File: config.mk
export PLATFORM = sky130hd
export DESIGN_NAME = tlp_frag_sequencer
export DESIGN_NICKNAME = d
export VERILOG_FILES = /design/src/rtl/tlp_frag_sequencer_pkg.sv /design/src/rtl/tlp_frag_sequencer_skid.sv /design/src/rtl/tlp_frag_sequencer.sv
export SDC_FILE = /design/constraint.sdc
export NUM_CORES = 1
export LEC_CHECK = 0
export CORE_UTILIZATION = 52
export DETAILED_ROUTE_END_ITERATION = 8
export GPL_TIMING_DRIVEN = 0
export PLACE_DENSITY = 0.9
export SYNTH_ARGS = -nofsm -noshare
export SYNTH_HDL_FRONTEND = slang
export SYNTH_SLANG_ARGS = --single-unit
File: constraint.sdc
create_clock -name clk -period 19.1 [get_ports clk]
set_input_delay 3.82 -clock clk [delete_from_list [all_inputs] [get_ports clk]]
set_output_delay 3.82 -clock clk [all_outputs]
set_load 0.01 [all_outputs]
File: src/rtl/tlp_frag_sequencer_pkg.sv
// Shared types for the TX data-fragmentation path: arbiter source tags,
// sequencer FSM states and recorder pop-count encodings.
package data_frag_package;

  typedef enum logic [1:0] {
    SRC_POSTED     = 2'd0,
    SRC_NON_POSTED = 2'd1,
    SRC_COMPLETION = 2'd2,
    NO_SOURCE      = 2'd3
  } Tx_Arbiter_Sources_t;

  typedef enum logic [2:0] {IDLE, WAIT, XFER1, XFER2, DONE} Frag_Seq_State_t;

  localparam int         N_SRC  = 3;
  localparam logic [1:0] RD_ONE = 2'b01;
  localparam logic [1:0] RD_TWO = 2'b10;

endpackage

File: src/rtl/tlp_frag_sequencer_skid.sv
// Two-entry output FIFO between the source-buffer read path and the DLL;
// each entry carries {data, sop, eop}.
module frag_skid_buffer #(
  parameter int W = 130
) (
  input  logic         clk,
  input  logic         arst,
  input  logic         i_wr_en,
  input  logic [W-1:0] i_wr_data,
  output logic [1:0]   o_count,
  output logic         o_valid,
  output logic [W-1:0] o_data,
  input  logic         i_ready
);

  logic [W-1:0] r_mem [2];
  logic         r_wr_ptr;
  logic         r_rd_ptr;
  logic [1:0]   r_count;
  logic         w_pop;

  assign o_valid = (r_count != 2'd0);
  assign w_pop   = o_valid & i_ready;
  assign o_count = r_count;
  // Storage is not reset, so the data output is forced to 0 while empty.
  assign o_data  = o_valid ? r_mem[r_rd_ptr] : '0;

  always_ff @(posedge clk) begin
    if (i_wr_en) r_mem[r_wr_ptr] <= i_wr_data;
  end

  always_ff @(posedge clk) begin
    if (arst) begin
      r_count  <= 2'd0;
      r_wr_ptr <= 1'b0;
      r_rd_ptr <= 1'b0;
    end else begin
      if (i_wr_en) r_wr_ptr <= ~r_wr_ptr;
      if (w_pop)   r_rd_ptr <= ~r_rd_ptr;
      r_count <= r_count + {1'b0, i_wr_en} - {1'b0, w_pop};
    end
  end

endmodule

File: src/rtl/tlp_frag_sequencer.sv
// Pops source tags from the sequence recorder and streams each tag's TLP to the DLL.
// Optional perf counters (tlp_cnt, stall_cnt) under `TLP_FRAG_SEQ_PERF_CNT_EN.
module tlp_frag_sequencer
  import data_frag_package::*;
#(
  parameter int DATA_WIDTH = 128,
  parameter int FIFO_DEPTH = 257,
  parameter int ADDR_WIDTH = $clog2(FIFO_DEPTH)
) (
  input  logic                  clk,
  input  logic                  arst,
  output logic                  rec_rd_en,
  output logic [1:0]            rec_rd_mode,
  input  Tx_Arbiter_Sources_t   rec_rd_data_1,
  input  Tx_Arbiter_Sources_t   rec_rd_data_2,
  input  logic                  rec_empty,
  input  logic [ADDR_WIDTH:0]   rec_available,
  output Tx_Arbiter_Sources_t   src_sel,
  output logic                  src_rd_en,
  input  logic [DATA_WIDTH-1:0] src_data,
  input  logic                  src_last,
  output logic [DATA_WIDTH-1:0] dll_data,
  output logic                  dll_valid,
  output logic                  dll_sop,
  output logic                  dll_eop,
  input  logic                  dll_ready,
  output logic                  start_fragment
`ifdef TLP_FRAG_SEQ_PERF_CNT_EN
  ,
  output logic [15:0]           tlp_cnt,
  output logic [15:0]           stall_cnt
`endif
);

  Frag_Seq_State_t     r_state, w_state_nxt;
  Tx_Arbiter_Sources_t r_tag1, r_tag2;
  logic [1:0]          r_mode;
  logic                r_inflight;
  logic                r_first;

  logic [ADDR_WIDTH:0] w_occ;
  logic [1:0]          w_pop_mode;
  logic [1:0]          w_count;
  logic [2:0]          w_level;
  logic                w_acc, w_space, w_last_ret, w_skid_empty;
  logic [DATA_WIDTH+1:0] w_skid_out;

  assign w_occ      = (ADDR_WIDTH+1)'(FIFO_DEPTH) - rec_available;
  assign w_pop_mode = (w_occ >= (ADDR_WIDTH+1)'(2)) ? RD_TWO : RD_ONE;
  assign w_acc      = dll_valid & dll_ready;
  // Credit includes the beat in flight and the slot freed by this cycle's accept.
  assign w_level    = {1'b0, w_count} + {2'b0, r_inflight} - {2'b0, w_acc};
  assign w_space    = (w_level < 3'd2);
  // Returning last beat: no further read for this tag may be issued.
  assign w_last_ret   = r_inflight & src_last;
  assign w_skid_empty = (w_count == 2'd0) & ~r_inflight;

  always_comb begin
    w_state_nxt = r_state;
    rec_rd_en   = 1'b0;
    rec_rd_mode = 2'b00;
    src_sel     = NO_SOURCE;
    src_rd_en   = 1'b0;
    case (r_state)
      IDLE: if (!rec_empty) begin
        rec_rd_en   = 1'b1;
        rec_rd_mode = w_pop_mode;
        w_state_nxt = WAIT;
      end
      WAIT: w_state_nxt = XFER1;
      XFER1: begin
        src_sel = r_tag1;
        if (r_tag1 == NO_SOURCE) begin
          w_state_nxt = (r_tag2 != NO_SOURCE) ? XFER2 : DONE;
        end else if (!w_last_ret) begin
          src_rd_en = w_space;
        end else begin
          w_state_nxt = (r_tag2 != NO_SOURCE) ? XFER2 : DONE;
          // Start the second TLP while the first one's last beat lands: no bubble.
          if (r_tag2 != NO_SOURCE) begin
            src_sel   = r_tag2;
            src_rd_en = w_space;
          end
        end
      end
      XFER2: begin
        src_sel   = r_tag2;
        src_rd_en = w_space & ~w_last_ret;
        if (w_last_ret) w_state_nxt = DONE;
      end
      DONE: if (w_skid_empty) begin
        w_state_nxt = IDLE;
        if (!rec_empty) begin
          rec_rd_en   = 1'b1;
          rec_rd_mode = w_pop_mode;
          w_state_nxt = WAIT;
        end
      end
      default: w_state_nxt = IDLE;
    endcase
  end

  always_ff @(posedge clk) begin
    if (arst) begin
      r_state    <= IDLE;
      r_tag1     <= NO_SOURCE;
      r_tag2     <= NO_SOURCE;
      r_mode     <= RD_ONE;
      r_inflight <= 1'b0;
      r_first    <= 1'b1;
    end else begin
      r_state    <= w_state_nxt;
      r_inflight <= src_rd_en;
      if (rec_rd_en) r_mode <= rec_rd_mode;
      if (r_state == WAIT) begin
        r_tag1 <= rec_rd_data_1;
        r_tag2 <= (r_mode == RD_TWO) ? rec_rd_data_2 : NO_SOURCE;
      end
      if (r_inflight) r_first <= src_last;
    end
  end

  frag_skid_buffer #(.W(DATA_WIDTH + 2)) u_skid (
    .clk       (clk),
    .arst      (arst),
    .i_wr_en   (r_inflight),
    .i_wr_data ({src_data, r_first, src_last}),
    .o_count   (w_count),
    .o_valid   (dll_valid),
    .o_data    (w_skid_out),
    .i_ready   (dll_ready)
  );

  assign dll_data       = w_skid_out[DATA_WIDTH+1:2];
  assign dll_sop        = w_skid_out[1];
  assign dll_eop        = w_skid_out[0];
  assign start_fragment = w_acc & dll_eop;

`ifdef TLP_FRAG_SEQ_PERF_CNT_EN
  logic [15:0] r_tlp_cnt, r_stall_cnt;

  always_ff @(posedge clk) begin
    if (arst) begin
      r_tlp_cnt   <= 16'd0;
      r_stall_cnt <= 16'd0;
    end else begin
      if (start_fragment && r_tlp_cnt != 16'hFFFF) r_tlp_cnt <= r_tlp_cnt + 16'd1;
      if (dll_valid && !dll_ready && r_stall_cnt != 16'hFFFF) r_stall_cnt <= r_stall_cnt + 16'd1;
    end
  end

  assign tlp_cnt   = r_tlp_cnt;
  assign stall_cnt = r_stall_cnt;
`endif

endmodule
==> summary.md, run 1 <==
| Metric | Value |
|---|---|
| Final WL | `23480 µm` |
| Root Driver | `clkbuf_16` |
| Startpoint Class | `primary input` |
| CTS resizes | `0` |
| CP required | `between 15000 and 20000 ps` |
| Number of global-route vias before repair | `about 6800` |
| Iter 0 DRT Violations | `between 300 and 400` |
| H-tree levels | `1` |
| Sequential area share after synthesis | `0.7588` |
| Hold depth | `0` |
| Max transition margin | `0.3734` |
| Area grow syn2layout | `38.76%` |
| Post-Layout Cell Count | `1280` |
| Syn_area_per_cell | `15.96 µm²` |
| Final HPWL DP | `about 16000 µm` |
| Dominant cell type by area after synthesis | `edfxtp_1` |
| Worst R2R Start | `u_skid.o_count[1]$_SDFF_PP0_` |
| Final min period | `roughly 11000 ps` |
| Detail Route Antenna Nets | `0` |
| Setup TNS | `0 ps` |
| Setup violators final | `0` |
| Status | `completed` |
| Yosys reg bits | `~280` |
| Crit-path max FO | `2` |
| Worst R2R Setup Slack | `16080 ps` |
| Crit Reg-Reg Endpoint | `r_inflight$_SDFF_PP0_` |
| Die ar. | `21180 µm²` |
| Die Wd | `between 100 and 150 µm` |
| Initial antenna violation count | `1` |
| Fmax | `93.83 MHz` |
| Hold Path Origin | `r_first$_SDFFE_PP1P_` |
| FFs w/ async S/R, synth | `0` |
| CP Class | `in -> out` |
| RSZ-0062 raised after global routing | `no` |
| Worst-case vdd ir drop | `0.00009586 V` |
| Share of layout cells above drive strength 1 | `0.06145` |
| Share of the synthesized area in the top cell type | `0.7289` |
| Gr usage total | `0.2228` |
| Clk_lat worst skew | `between 500 and 600 ps` |
| Pin count of the biggest net entering global routing | `51` |
| Post-CTS Setup Bufs | `0` |
| Worst EP arrival | `6840 ps` |
| Mapped cell area | `10710 µm²` |
| Cells after Synth | `671` |
| CTS tree | `done` |
| Core Util, Final | `0.7345` |
| Clock Sinks | `276` |
| Remaining global-route overflow | `0` |
| Min-Delay Endpoint | `u_skid.r_mem[0][1]$_DFFE_PP_` |
| Syn nets | `~820` |
| Top cells by area, synth | `edfxtp_1 (73%), mux2i_1 (12%), nor2_1 (5.1%)` |
| CTS buffer count | `27` |
| Clk_skew | `about 11 ps` |
| Finished Cell Area | `roughly 15000 µm²` |
| Routed WL per cell | `18.34 µm` |
| Cell area power density | `~130 nW/µm²` |
| Top-count cell post-synth | `edfxtp_1` |
| CP Capture Type | `primary output` |
| Post-route DRC | `0` |
| DR vias | `approximately 6600` |
| Hold Fails Final Rpt | `0` |
| Synth cell count leaders | `edfxtp_1 (260), nor2_1 (145), mux2i_1 (132)` |
| Worst-path clk slew | `60 ps` |
| Max-slew violations | `0` |
| Post-synth EDFFs | `between 200 and 300` |
| Vias/cell | `5.166` |
| Worst Tran Pin Value | `937.7 ps` |
| Worst Hold Class | `reg -> reg` |
| Max Buffers Root-to-Sink | `3` |
| Inst Count DP | `1231` |
| Die Ht | `~150 µm` |
| # rows | `between 50 and 60` |
| Routability cong. | `0.8355` |
| Final net count | `1142` |
| Dpl cell area | `14040 µm²` |
| Initial Util | `0.5294` |
| Distinct cells, synth | `38` |
| Fin crit share | `0.5580` |
| FILL cells | `1258` |
| Yosys warning total | `0` |
| Global-route wire length before repair | `36250 µm` |
| CTS Hold Buffers Added | `0` |
| I/O Buffers | `284` |
| Pleak | `around 4.8 nW` |
| Core area | `20230 µm²` |
| Total I/O pin count | `285` |
| First-pass detailed-route iteration total | `6` |
| MaxCap Viol Count | `0` |
| Post-synth top flop | `edfxtp_1` |
| Depth of the most critical reg-to-reg path | `9` |
==> registers in the layout, summed over array words and instances (netlist names), named ones only <==
name,flops
r_first,1
r_inflight,1
r_mode,2
r_state,3
r_tag1,2
r_tag2,2
u_skid.o_count,2
u_skid.r_mem,260
u_skid.r_rd_ptr,1
u_skid.r_wr_ptr,1
==> worst max-delay path, stage by stage <==
cell,delay (ps)
clkdlybuf4s50_1,460
and2_1,220
ha_1,260
inv_1,60
ha_1,160
fa_1,420
a2111oi_0,740
clkdlybuf4s50_1,680
==> routing by layer <==
metal  GRT usage  part of all wire
met4     0.08947             0.038
met5           0                 0
met3     0.05705             0.081
met2      0.3935              0.51
met1      0.2600              0.37
==> per-stage QoR <==
stage	worst slack [ps]	hold WS (ps)	total power, W
global route	8280	481.6	0.001998
detailed placement	8450	442.1	0.001438
global placement	8513	433.6	0.001425
floorplan	9651	425.9	0.001068
CTS	8452	464.7	0.001930
finish	8442	467.8	0.001912
==> how the worst max path moves through the flow <==
stage | from | cells past startpoint | end
final | dll_ready | 8 | src_rd_en
after floorplan | dll_ready | 6 | src_rd_en
after detailed placement | dll_ready | 8 | src_rd_en
after global routing | dll_ready | 8 | src_rd_en
after global placement | dll_ready | 8 | src_rd_en
after CTS | dll_ready | 8 | src_rd_en
==> cell type report <==
class,instances,area [µm²],area share
Sequential cell,276,8128,0.5468
Multi-Input combinational cell,353,2421,0.1629
Timing Repair Buffer,290,2985,0.2009
Inverter,11,41.29,0.002778
Clock inverter,8,61.31,0.004125
Buffer,31,131.4,0.008839
Antenna cell,1,2.502,0.0001684
Tap cell,270,337.8,0.02273
Clock buffer,40,754.5,0.05076
==> logic make-up (layout without fill, tap and decap cells) <==
family | count (synthesis) | after routing | synth area share
AO/OA/AOI/OAI | 26 | 26 | 0.01682
XOR/XNOR | 4 | 4 | 0.003270
adder cells (fa/ha/maj) | 5 | 5 | 0.006542
buffers and inverters | 42 | 380 | 0.01612
flip-flops | 276 | 276 | 0.7588
multiplexers | 133 | 133 | 0.1244
other | 0 | 1 | 0
AND/OR/NAND/NOR | 185 | 185 | 0.07406
==> placed cells by master, fill, tap and decap left out, types with 2 or more instances in the layout <==
cell type	instances
o32a_1	2
buf_2	12
mux2i_1	132
xnor2_1	4
dfxtp_1	16
ha_1	4
nor2b_1	4
clkbuf_1	28
buf_12	3
or3_1	2
buf_16	3
nand3_1	2
nor2_1	144
and2_1	3
inv_1	11
nand2b_1	5
edfxtp_1	260
clkbuf_16	27
o21ai_0	7
nor4bb_1	2
nand2_1	10
clkdlybuf4s50_1	284
a21oi_1	8
clkinv_1	5
a211o_1	2
o22ai_1	2
nor3_1	3
clkbuf_8	3
==> where the power goes <==
part | total, W | switching [W] | leakage (nW) | internal (W)
clock network | 0.000488 | 0.000204 | 0.392 | 0.000284
logic | 0.000713 | 0.000360 | 1.94 | 0.000353
registers | 0.000711 | 0.0000129 | 2.47 | 0.000698
Note: power is estimated with default switching activity, not from simulation.
==> run 2, diff against run 1 <==
- CORE_UTILIZATION: 52 -> 44
- PLACE_DENSITY: 0.9 -> 0.82
- clock period: 19.1 -> 9.56 ns (I/O delays scaled with it)
==> summary.md, run 2 (synthesis results as in run 1) <==
| Metric | Value |
|---|---|
| Final net count | `around 1100` |
| Commonest cells after routing, fill and taps aside | `clkdlybuf4s50_1 (284), edfxtp_1 (260), nor2_1 (144)` |
| Final min period | `around 6700 ps` |
| CTS buffer count | `29` |
| CP required | `7650 ps` |
| Crit-path max FO | `2` |
| Status | `completed` |
| Die Wd | `158.0 µm` |
| Fin crit share | `0.7039` |
| CP Capture Type | `primary output` |
| Root Driver | `clkbuf_16` |
| Remaining global-route overflow | `0` |
| Die ar. | `24970 µm²` |
| H-tree levels | `1` |
| Global-route wire length before repair | `34940 µm` |
| Finished Cell Area | `15050 µm²` |
| Depth of the most critical reg-to-reg path | `9` |
| Setup TNS | `0 ps` |
| # rows | `56` |
| Core area | `23680 µm²` |
| Max-slew violations | `0` |
| I/O Buffers | `284` |
| CTS resizes | `0` |
| Min-Delay Endpoint | `u_skid.r_mem[1][1]$_DFFE_PP_` |
| Routability cong. | `0.7938` |
| Worst R2R Start | `u_skid.o_count[1]$_SDFF_PP0_` |
| Clk_skew | `between 6 and 7 ps` |
| First-pass detailed-route iteration total | `5` |
| Pin count of the biggest net entering global routing | `66` |
| Hold Path Origin | `r_first$_SDFFE_PP1P_` |
| Worst EP arrival | `4820 ps` |
| Max transition margin | `0.3005` |
| Overall power | `roughly 0.004 W` |
| Clock Sinks | `about 280` |
| Worst R2R Setup Slack | `approximately 6500 ps` |
| Post-Layout Cell Count | `~1300` |
| Final WL | `23700 µm` |
| Startpoint Class | `primary input` |
| Dpl cell area | `14120 µm²` |
| Worst-case vdd ir drop | `0.0001946 V` |
| DR vias | `6596` |
| MaxCap Viol Count | `0` |
| Routed WL per cell | `about 18 µm` |
| Max Buffers Root-to-Sink | `3` |
| Final HPWL DP | `16620 µm` |
| Cell area power density | `approximately 260 nW/µm²` |
| Iter 0 DRT Violations | `around 310` |
| CP Class | `in -> out` |
| Leading cell type in the layout, fill and taps excluded | `clkdlybuf4s50_1` |
| CTS tree | `done` |
| Max reg flops | `260` |
| Biggest register | `u_skid.r_mem` |
| Area grow syn2layout | `40.52%` |
| Hold Fails Final Rpt | `0` |
| Clk_lat worst skew | `520 ps` |
| Initial Util | `0.4523` |
| Share of layout cells above drive strength 1 | `0.06910` |
| Total I/O pin count | `285` |
| Top flop regs | `u_skid.r_mem: 260 flops, r_state: 3 flops` |
| Post-CTS Setup Bufs | `0` |
| Worst-path clk slew | `50 ps` |
| Inst Count DP | `1281` |
| Core Util, Final | `0.6356` |
| Gr usage total | `0.1834` |
| Pleak | `a little under 5 nW` |
| Worst Tran Pin Value | `1049 ps` |
| Post-route DRC | `0` |
| Crit Reg-Reg Endpoint | `r_inflight$_SDFF_PP0_` |
| RSZ-0062 raised after global routing | `no` |
| CTS Hold Buffers Added | `0` |
| Worst Hold Class | `reg -> reg` |
| Detail Route Antenna Nets | `0` |
| Number of global-route vias before repair | `about 7000` |
| Die Ht | `158.0 µm` |
| Fmax | `148.6 MHz` |
| Vias/cell | `4.948` |
| Hold depth | `0` |
| Setup violators final | `0` |
| Initial antenna violation count | `1` |
## run 2: worst max path at each step
stage                               start                             to  slack (ps)  cells after the start
floorplan           r_inflight$_SDFF_PP0_   u_skid.r_mem[0][0]$_DFFE_PP_        3070                      2
global placement    r_inflight$_SDFF_PP0_  u_skid.r_mem[0][68]$_DFFE_PP_         -70                      2
detailed placement              dll_ready                      src_rd_en        2840                      8
CTS                             dll_ready                      src_rd_en        2830                      8
global route                    dll_ready                      src_rd_en        2780                      8
finish                          dll_ready                      src_rd_en        2830                      8
## run 2: critical path: stages
cell and delay, ps:
clkdlybuf4s50_1 420, and2_1 200, ha_1 300, inv_1 40, ha_1 180, fa_1 460, a2111oi_0 650, clkdlybuf4s50_1 670
## run 2: layout make-up
type / count / area (µm²)
diodes: 1 / 2.502
plain buffers: 31 / 131.4
clock buffers: 35 / 748.2
clock inverters: 16 / 182.7
fillers: 1753 / 8631
inverters: 11 / 41.29
multi-input cells: 353 / 2421
flip-flops and latches: 276 / 8128
well taps: 319 / 399.1
repair buffers: 291 / 2998
## run 2: per-stage QoR
stage          hold WS (ps)  setup slack (ps)
6_report              483.0              2830
4_1_cts               482.6              2826
3_3_place_gp          438.9            -66.80
3_5_place_dp          469.3              2837
2_1_floorplan         425.9              3071
5_1_grt               509.2              2785
## run 2: layer usage
layer  global-route usage  vias to the layer above  part of all wire
li1                     -                     3129                 -
met1               0.2035                     3174              0.37
met2               0.3346                      231              0.52
met3              0.03805                       62             0.066
met4              0.08700                        0             0.045
met5                    0                        -                 0
## run 2: power breakdown
group | internal [W] | switching, W | total, W | leakage [nW]
registers | 0.00140 | 0.0000250 | 0.00142 | 2.47
clock network | 0.000662 | 0.000430 | 0.00109 | 0.455
logic | 0.000706 | 0.000715 | 0.00142 | 1.94
==> run 3, diff against run 2 <==
- clock period: 9.56 -> 5.8 ns (I/O delays scaled with it)
==> summary.md, run 3 (synthesis results as in run 1) <==
| Metric | Value |
|---|---|
| Setup TNS | `0 ps` |
| Finished Cell Area | `15010 µm²` |
| Worst Hold Class | `reg -> reg` |
| Post-route DRC | `0` |
| CTS tree | `done` |
| Worst-path clk slew | `60 ps` |
| Pin count of the biggest net entering global routing | `just under 60` |
| Fmax | `187.7 MHz` |
| Crit-path max FO | `2` |
| Biggest register | `u_skid.r_mem` |
| Pleak | `4.848 nW` |
| RSZ-0062 raised after global routing | `no` |
| Die ar. | `24970 µm²` |
| CTS Hold Buffers Added | `0` |
| Max Buffers Root-to-Sink | `3` |
| Detail Route Antenna Nets | `0` |
| Worst R2R Setup Slack | `2810 ps` |
| H-tree levels | `1` |
| Top flop regs | `u_skid.r_mem: 260 flops, r_state: 3 flops` |
| # rows | `56` |
| M1 GR Usage | `0.2074` |
| Routability cong. | `about 0.76` |
| Max transition margin | `0.4090` |
| Core area | `23680 µm²` |
| Remaining global-route overflow | `0` |
| Setup violators final | `0` |
| Final net count | `around 1100` |
| Post-CTS Setup Bufs | `0` |
| CP Capture Type | `primary output` |
| Initial Util | `0.4523` |
| Commonest cells after routing, fill and taps aside | `clkdlybuf4s50_1 (284), edfxtp_1 (260), nor2_1 (144)` |
| Area grow syn2layout | `40.15%` |
| CP Class | `in -> out` |
| Routing usage on met3 | `0.04106` |
| Die Ht | `158.0 µm` |
| Gr usage total | `0.1786` |
| Grt met2 use | `0.3155` |
| MaxCap Viol Count | `0` |
| Fin crit share | `0.9183` |
| CTS buffer count | `28` |
| Max-slew violations | `0` |
| FILL cells | `1737` |
| CTS resizes | `0` |
| Number of global-route vias before repair | `6485` |
| Iter 0 DRT Violations | `337` |
| Vias/cell | `4.950` |
| Die Wd | `about 160 µm` |
| Final min period | `5326 ps` |
| I/O Buffers | `284` |
| Root Driver | `clkbuf_16` |
| Routed WL per cell | `17.58 µm` |
| Hold Fails Final Rpt | `0` |
| Max reg flops | `260` |
| Clk_lat worst skew | `540 ps` |
| Worst-case vdd ir drop | `about 0.00032 V` |
| CP required | `4640 ps` |
| Cell area power density | `427.7 nW/µm²` |
| Startpoint Class | `primary input` |
| Status | `completed` |
| Worst EP arrival | `4170 ps` |
| DR vias | `~6600` |
| Leading cell type in the layout, fill and taps excluded | `clkdlybuf4s50_1` |
| Global-route wire length before repair | `about 34000 µm` |
| Total I/O pin count | `285` |
| First-pass detailed-route iteration total | `5` |
| Top Usage Layer GRT | `met2` |
| Clock Sinks | `276` |
| Initial antenna violation count | `1` |
| Final WL | `23420 µm` |
| Dpl cell area | `~14000 µm²` |
| Share of layout cells above drive strength 1 | `0.07115` |
| Clk_skew | `13.39 ps` |
| Final HPWL DP | `16070 µm` |
| Worst Tran Pin Value | `about 890 ps` |
[run 3: routing by layer]
| metal | part of all wire | wire length, µm | vias to the layer above |
|---|---|---|---|
| met2 | 0.52 | 12100 | 210 |
| met5 | 0 | 0 | - |
| li1 | - | - | 3133 |
| met1 | 0.38 | 8906 | 3196 |
| met3 | 0.067 | 1573 | 55 |
| met4 | 0.036 | 839 | 0 |
[run 3: where the power goes]
group	total, W	leakage (nW)	switching [W]	internal [W]
clock	0.00174	0.446	0.000710	0.00103
sequential	0.00234	2.47	0.0000411	0.00230
combinational	0.00234	1.93	0.00118	0.00116
total	0.00642	4.85	0.00193	0.00449
[run 3: path summary, 6_finish.rpt]
kind                                     start                      endpoint  cells after the start
setup / recovery                     dll_ready                     src_rd_en                      8
hold / removal            r_first$_SDFFE_PP1P_  u_skid.r_mem[0][1]$_DFFE_PP_                      0
setup reg to reg  u_skid.o_count[1]$_SDFF_PP0_         r_inflight$_SDFF_PP0_                      9
hold reg to reg           r_first$_SDFFE_PP1P_  u_skid.r_mem[0][1]$_DFFE_PP_                      0
[run 3: final cells by class]
cell class	count	area, µm²	area share
sequential	276	8128	0.5414
timing repair buffer	290	2978	0.1984
multi-input combinational	353	2421	0.1613
clock buffer	35	778.2	0.05184
tap	319	399.1	0.02659
clock inverter	16	132.6	0.008835
buffer	31	131.4	0.008751
inverter	11	41.29	0.002750
antenna	1	2.502	0.0001667
[run 3: worst max-delay path: stages]
cell and delay [ps]:
clkdlybuf4s50_1 430, and2_1 200, ha_1 290, inv_1 40
ha_1 180, fa_1 460, a2111oi_0 740, clkdlybuf4s50_1 680
[run 3: stage by stage]
stage	hold WS [ps]	utilization	power, W	std cells	setup WS [ps]
after detailed placement	472.5	0.5953	0.004740	1280	564.4
after global placement	449.0	0.5893	0.004705	1274	-392.2
after floorplan	425.9	-	0.003507	671	1507
after CTS	504.8	0.6338	0.006501	1331	553.2
final	505.2	0.6339	0.006421	1332	473.7
after global routing	509.7	0.6339	0.006731	1332	426.4
